**config.mk**
```make
export PLATFORM = sky130hd
export DESIGN_NAME = card_dealer
export DESIGN_NICKNAME = d
export VERILOG_FILES = /design/src/rtl/card_dealer.sv
export SDC_FILE = /design/constraint.sdc
export NUM_CORES = 1
export LEC_CHECK = 0
export ABC_CLOCK_PERIOD_IN_PS = 2600
export BUFFER_PORTS_ARGS = -buffer_cell sky130_fd_sc_hd__buf_2
export CORE_AREA = 2 2 70 88
export DETAILED_ROUTE_END_ITERATION = 16
export DIE_AREA = 0 0 72 90
export PLACE_DENSITY = 0.6
export SETUP_SLACK_MARGIN = 0.4
export SLEW_MARGIN = 5
export SYNTH_ARGS = -nofsm -noshare
export SYNTH_HDL_FRONTEND = slang
export SYNTH_SLANG_ARGS = --single-unit
```
**constraint.sdc**
```tcl
create_clock -name clock -period 2.6 [get_ports clock]
set_clock_uncertainty 0.05 [all_clocks]
set_input_delay 0.13 -clock clock [delete_from_list [all_inputs] [get_ports clock]]
set_output_delay 0.13 -clock clock [all_outputs]
set_load 0.01 [all_outputs]
```
**src/rtl/card_dealer.sv**
```systemverilog
// -----------------------------------------------------------------------------
// card_dealer
//   Upstream stage of the baccarat datapath. A free-running rank counter
//   (1..MAX_RANK) supplies pseudo-random card ranks. The game FSM picks a hand
//   slot with slot_sel and raises deal_req; the dealer latches the slot, writes
//   the current rank into it if the slot is legal and empty, then answers with
//   deal_ack (plus deal_err when nothing was written) until deal_req falls.
//
//   Optional feature: define CARD_SHUFFLE_EN to step the rank counter by +5
//   modulo MAX_RANK instead of +1 (sequence 1,6,11,3,8,... for MAX_RANK=13).
//
// Ports
//   clock        in   1  system clock, all state on posedge
//   reset        in   1  asynchronous active-high reset
//   deal_req     in   1  level request, held until deal_ack (4-phase)
//   slot_sel     in   3  0..2 = pcard1..3, 3..5 = dcard1..3, 6/7 illegal
//   clear_hand   in   1  synchronous clear of all slots and cards_dealt
//   deal_ack     out  1  high while answering a request
//   deal_err     out  1  with deal_ack: 1 = nothing was written
//   pcard1..3    out  4  player slots (0 = empty)
//   dcard1..3    out  4  dealer slots (0 = empty)
//   cards_dealt  out  3  successful writes since reset/clear (0..6)
// -----------------------------------------------------------------------------
module card_dealer #(
   parameter int MAX_RANK = 13
) (
   input  logic       clock,
   input  logic       reset,
   input  logic       deal_req,
   input  logic [2:0] slot_sel,
   input  logic       clear_hand,
   output logic       deal_ack,
   output logic       deal_err,
   output logic [3:0] pcard1,
   output logic [3:0] pcard2,
   output logic [3:0] pcard3,
   output logic [3:0] dcard1,
   output logic [3:0] dcard2,
   output logic [3:0] dcard3,
   output logic [2:0] cards_dealt
);

   localparam logic [4:0] MAX_R = 5'(MAX_RANK);

   typedef enum logic [1:0] {IDLE, CAPTURE, ACK} state_t;

   state_t          state, nstate;
   logic [3:0]      rank;
   logic [2:0]      sel_q;
   logic [5:0][3:0] slot;
   logic            slot_empty;

   // Next rank: always stays within 1..MAX_RANK, never 0.
   function automatic logic [3:0] next_rank(input logic [3:0] r);
      logic [4:0] sum;
`ifdef CARD_SHUFFLE_EN
      sum = {1'b0, r} + 5'd5;
      if (sum > MAX_R) sum = sum - MAX_R;
`else
      if ({1'b0, r} == MAX_R) sum = 5'd1;
      else                    sum = {1'b0, r} + 5'd1;
`endif
      return sum[3:0];
   endfunction

   // Registered slot is writable only when legal (0..5) and currently empty;
   // illegal selects 6/7 never match and so report "not empty".
   always_comb begin
      slot_empty = 1'b0;
      for (int i = 0; i < 6; i++)
         if (sel_q == 3'(i)) slot_empty = (slot[i] == 4'd0);
   end

   // State register
   always_ff @(posedge clock or posedge reset) begin
      if (reset) state <= IDLE;
      else       state <= nstate;
   end

   // Next-state logic
   always_comb begin
      nstate = state;
      case (state)
         IDLE:    if (deal_req) nstate = CAPTURE;
         CAPTURE: nstate = ACK;
         ACK:     if (!deal_req) nstate = IDLE;
         default: nstate = IDLE;
      endcase
   end

   // Output logic
   always_comb begin
      deal_ack = (state == ACK);
   end

   // Rank counter, slot capture, hand contents and error flag
   always_ff @(posedge clock or posedge reset) begin
      if (reset) begin
         rank        <= 4'd1;
         sel_q       <= 3'd0;
         slot        <= '0;
         cards_dealt <= 3'd0;
         deal_err    <= 1'b0;
      end else begin
         rank <= next_rank(rank);

         if (state == IDLE && deal_req) sel_q <= slot_sel;

         if (state == CAPTURE)                deal_err <= !slot_empty;
         else if (state == ACK && !deal_req)  deal_err <= 1'b0;

         // A coincident clear wins over the capture write.
         if (clear_hand) begin
            slot        <= '0;
            cards_dealt <= 3'd0;
         end else if (state == CAPTURE && slot_empty) begin
            for (int i = 0; i < 6; i++)
               if (sel_q == 3'(i)) slot[i] <= rank;
            if (cards_dealt != 3'd6) cards_dealt <= cards_dealt + 3'd1;
         end
      end
   end

   assign pcard1 = slot[0];
   assign pcard2 = slot[1];
   assign pcard3 = slot[2];
   assign dcard1 = slot[3];
   assign dcard2 = slot[4];
   assign dcard3 = slot[5];

endmodule
```
==> results.yml <==
setup_path:
  cp-start-kind: "register"
  end_kind: "register"
  cp.arrival_ns: 2.25
  worst_path_dominant_cell_family: "compound AO/OA/AOI/OAI gates"
  required_ns: 2.76
  critPathMaxStageDelay_ns: 0.54
  crit_type: "reg -> reg"
  path_cells: "or4b_1 > a2bb2oi_1 > a21oi_1 > a31oi_1 > nor2_1"
  slowest_stage: "a21oi_1"
  critPathBufInv: 0
  worst-path-max-fanout: 10
yosys:
  postSynth.asyncResetShare_pct: 100
  synth_fp_nets: 174
  syn_avg_cell_area_um2: 9.98
  synthTopCellsByArea: "dfrtp_1 (55%), nor2_1 (7.5%), a21oi_1 (5.5%), mux2_2 (4.1%), a31oi_1 (3.4%)"
  synth_common_cells: "dfrtp_1 (36), nor2_1 (33), a21oi_1 (18), nand2_1 (10), a31oi_1 (9)"
  synth_top_area_share_pct: 54.7
  synthCells: 165
  synth_warnings: 0
  synth-main-ff-cell: "dfrtp_1"
  synth_edf_count: 0
  synth_area_um2: 1650
  ys_types: 31
  ys_seq_area_share_pct: 56.3
  synth_most_common_cell: "dfrtp_1"
  yosysTopAreaCell: "dfrtp_1"
  ys_seq_elements: 37
clocking:
  clock_latency_ns: 0.29
  cts_sinks: 37
  cts_buffer_depth: 2
  cts_tree: "yes"
  cts_setup_buffers: 0
  cts_root_buf: "clkbuf_8"
  cts_buffers: 5
  ctsHtreeMaxLevel: 2
  clkTransAtPathRegs_ns: 0.07
pwr:
  p_sw_share_pct: 32.1
  p_sw_mw: 0.541
  pwr-share-clk_pct: 30.7
  p_leak_nw: 1.01
  peakVddDrop_v: 0.000312
  p_per_area_nw_per_um2: 839
  p_seq_share_pct: 44.2
  comb_power_share_pct: 25.1
  p_int_mw: 1.15
place:
  routabilityCongestion: 0.707
  port-buffer-count: 35
  dp_hpwl_um: 2800
routing:
  antenna_left: 0
  drt_iter0_markers: 47
  wl_um: 3890
  drt-pass1-iter-count: 4
  via_per_inst: 4.92
  drc: 0
  wl_per_cell_um: 14.6
  vias: 1314
timing:
  maxSlewViolCount: 0
  slew_headroom_pct: 48.5
  hold_viol_final: 0
  rsz0062_at_grt: "true"
  finalCritPeriodShare_pct: 80.5
  timing.fmax_ghz: 0.478
  fin_setup_tns_ns: 0
  worst_pin_slew_ns: 0.771
  finalSetupViolations: 0
  min_period_ns: 2.09
  timing.hold.ws_ns: 0.0251
global_routing:
  grt_first_pass_wirelength_um: 6490
  grt_start_max_net_pins: 31
  grt_use_total_pct: 12.9
  grt_antenna_before_repair: 0
  grt_overflow: 0
  grt_pass1_vias: 1305
floorplanning:
  die_area_um2: 6480
  die_x_um: 72
  die_h_um: 90
  core_um2: 5700
  start_util_pct: 28.9
  pin_count: 36
  rows: 31
cells_and_area:
  final_util_pct: 35.2
  syn2layout_area_growth_pct: 22.0
  nets: 209
  drive_above_1_share_pct: 26.9
  diodes: 0
run:
  maxCapViolations: 0
run_status:
  status: "completed"
worst_hold_path:
  hp-class: "in -> reg"
[final timing paths]
kind | start | end | slack [ns] | cells past startpoint
hold / removal | deal_req | state[1] | 0.03 | 3
setup / recovery | sel_q[0] | pcard3[2] | 0.51 | 5
min in group asynchronous | reset | state[1] | 0.47 | 3
hold reg to reg | dcard3[3] | dcard3[3] | 0.47 | 2
max in group asynchronous | reset | dcard2[1] | 1.30 | 4
setup reg to reg | sel_q[0] | pcard3[2] | 0.51 | 5
[power by group through the flow]
stage	clock, mW	combinational (mW)	sequential, mW
3_3_place_gp	0	0.420	0.752
6_report	0.518	0.423	0.746
5_1_grt	0.559	0.475	0.761
3_5_place_dp	0	0.422	0.756
4_1_cts	0.530	0.426	0.746
2_1_floorplan	0	0.342	0.721
[area by class of cell]
type / instances / area (µm²)
Fill cell: 593 / 3690
Sequential cell: 37 / 927
Multi-Input combinational cell: 115 / 672
Timing Repair Buffer: 37 / 193
Clock buffer: 6 / 82.6
Tap cell: 66 / 82.6
Clock inverter: 2 / 37.5
Inverter: 4 / 15.0
[logic make-up (layout without fill, tap and decap cells)]
group                      Yosys count  in the layout  synth area share [%]
DFF                                 37             37                  56.3
adders and majority gates            2              2                  1.52
muxes                                7              7                  4.71
AOI/OAI and AO/OA                   40             40                  14.6
and+or+nand+nor                     66             66                  19.7
buffers and inverters               13             49                  3.19
[routing by layer]
layer  up-vias  GRT usage, %  part of all wire [%]
met5         -             0                     0
met4         0          4.72                   1.6
met3         4          3.92                   5.1
met1       634          16.8                    45
li1        641             -                     -
met2        35          20.1                    48
[registers in the layout (all words and copies together), names as in the netlist]
name         cells
dcard3           4
dcard1           4
pcard2           4
cards_dealt      3
pcard3           4
dcard2           4
deal_err         1
pcard1           4
rank             4
state            2
sel_q            3
[repair_timing]
action,in CTS,in global routing
endpoints found under the setup margin,0,14
resized for setup,0,1
hold buffers,1,0
endpoints found under the hold margin,18,0
[stage by stage]
stage	cell area [µm²]	cells	power (mW)	setup slack, ns
4_1_cts	2000	267	1.70	0.502
6_report	2010	267	1.69	0.508
3_5_place_dp	1870	258	1.18	0.525
5_1_grt	2010	267	1.79	0.351
3_3_place_gp	1870	258	1.17	0.515
2_1_floorplan	1650	165	1.06	0.696
[cells in the final DEF, fill, tap and decap left out, types with 2 or more instances in the layout]
cell type,netlist,final
buf_2,0,35
ha_1,2,2
nor2_1,33,33
nor2b_1,7,7
nand2_1,10,10
inv_1,4,4
nand2b_1,3,3
a21oi_1,18,18
clkbuf_8,0,6
mux2_2,6,6
or4_1,2,2
a31oi_1,9,9
nor4_1,4,4
o21ai_0,6,6
dfrtp_1,36,36
[worst min-delay path, cell delays in order]
cell     delay (ns)
buf_2          0.10
nand2_1        0.05
nand2_1        0.05
Note: power is estimated with default switching activity, not from simulation.
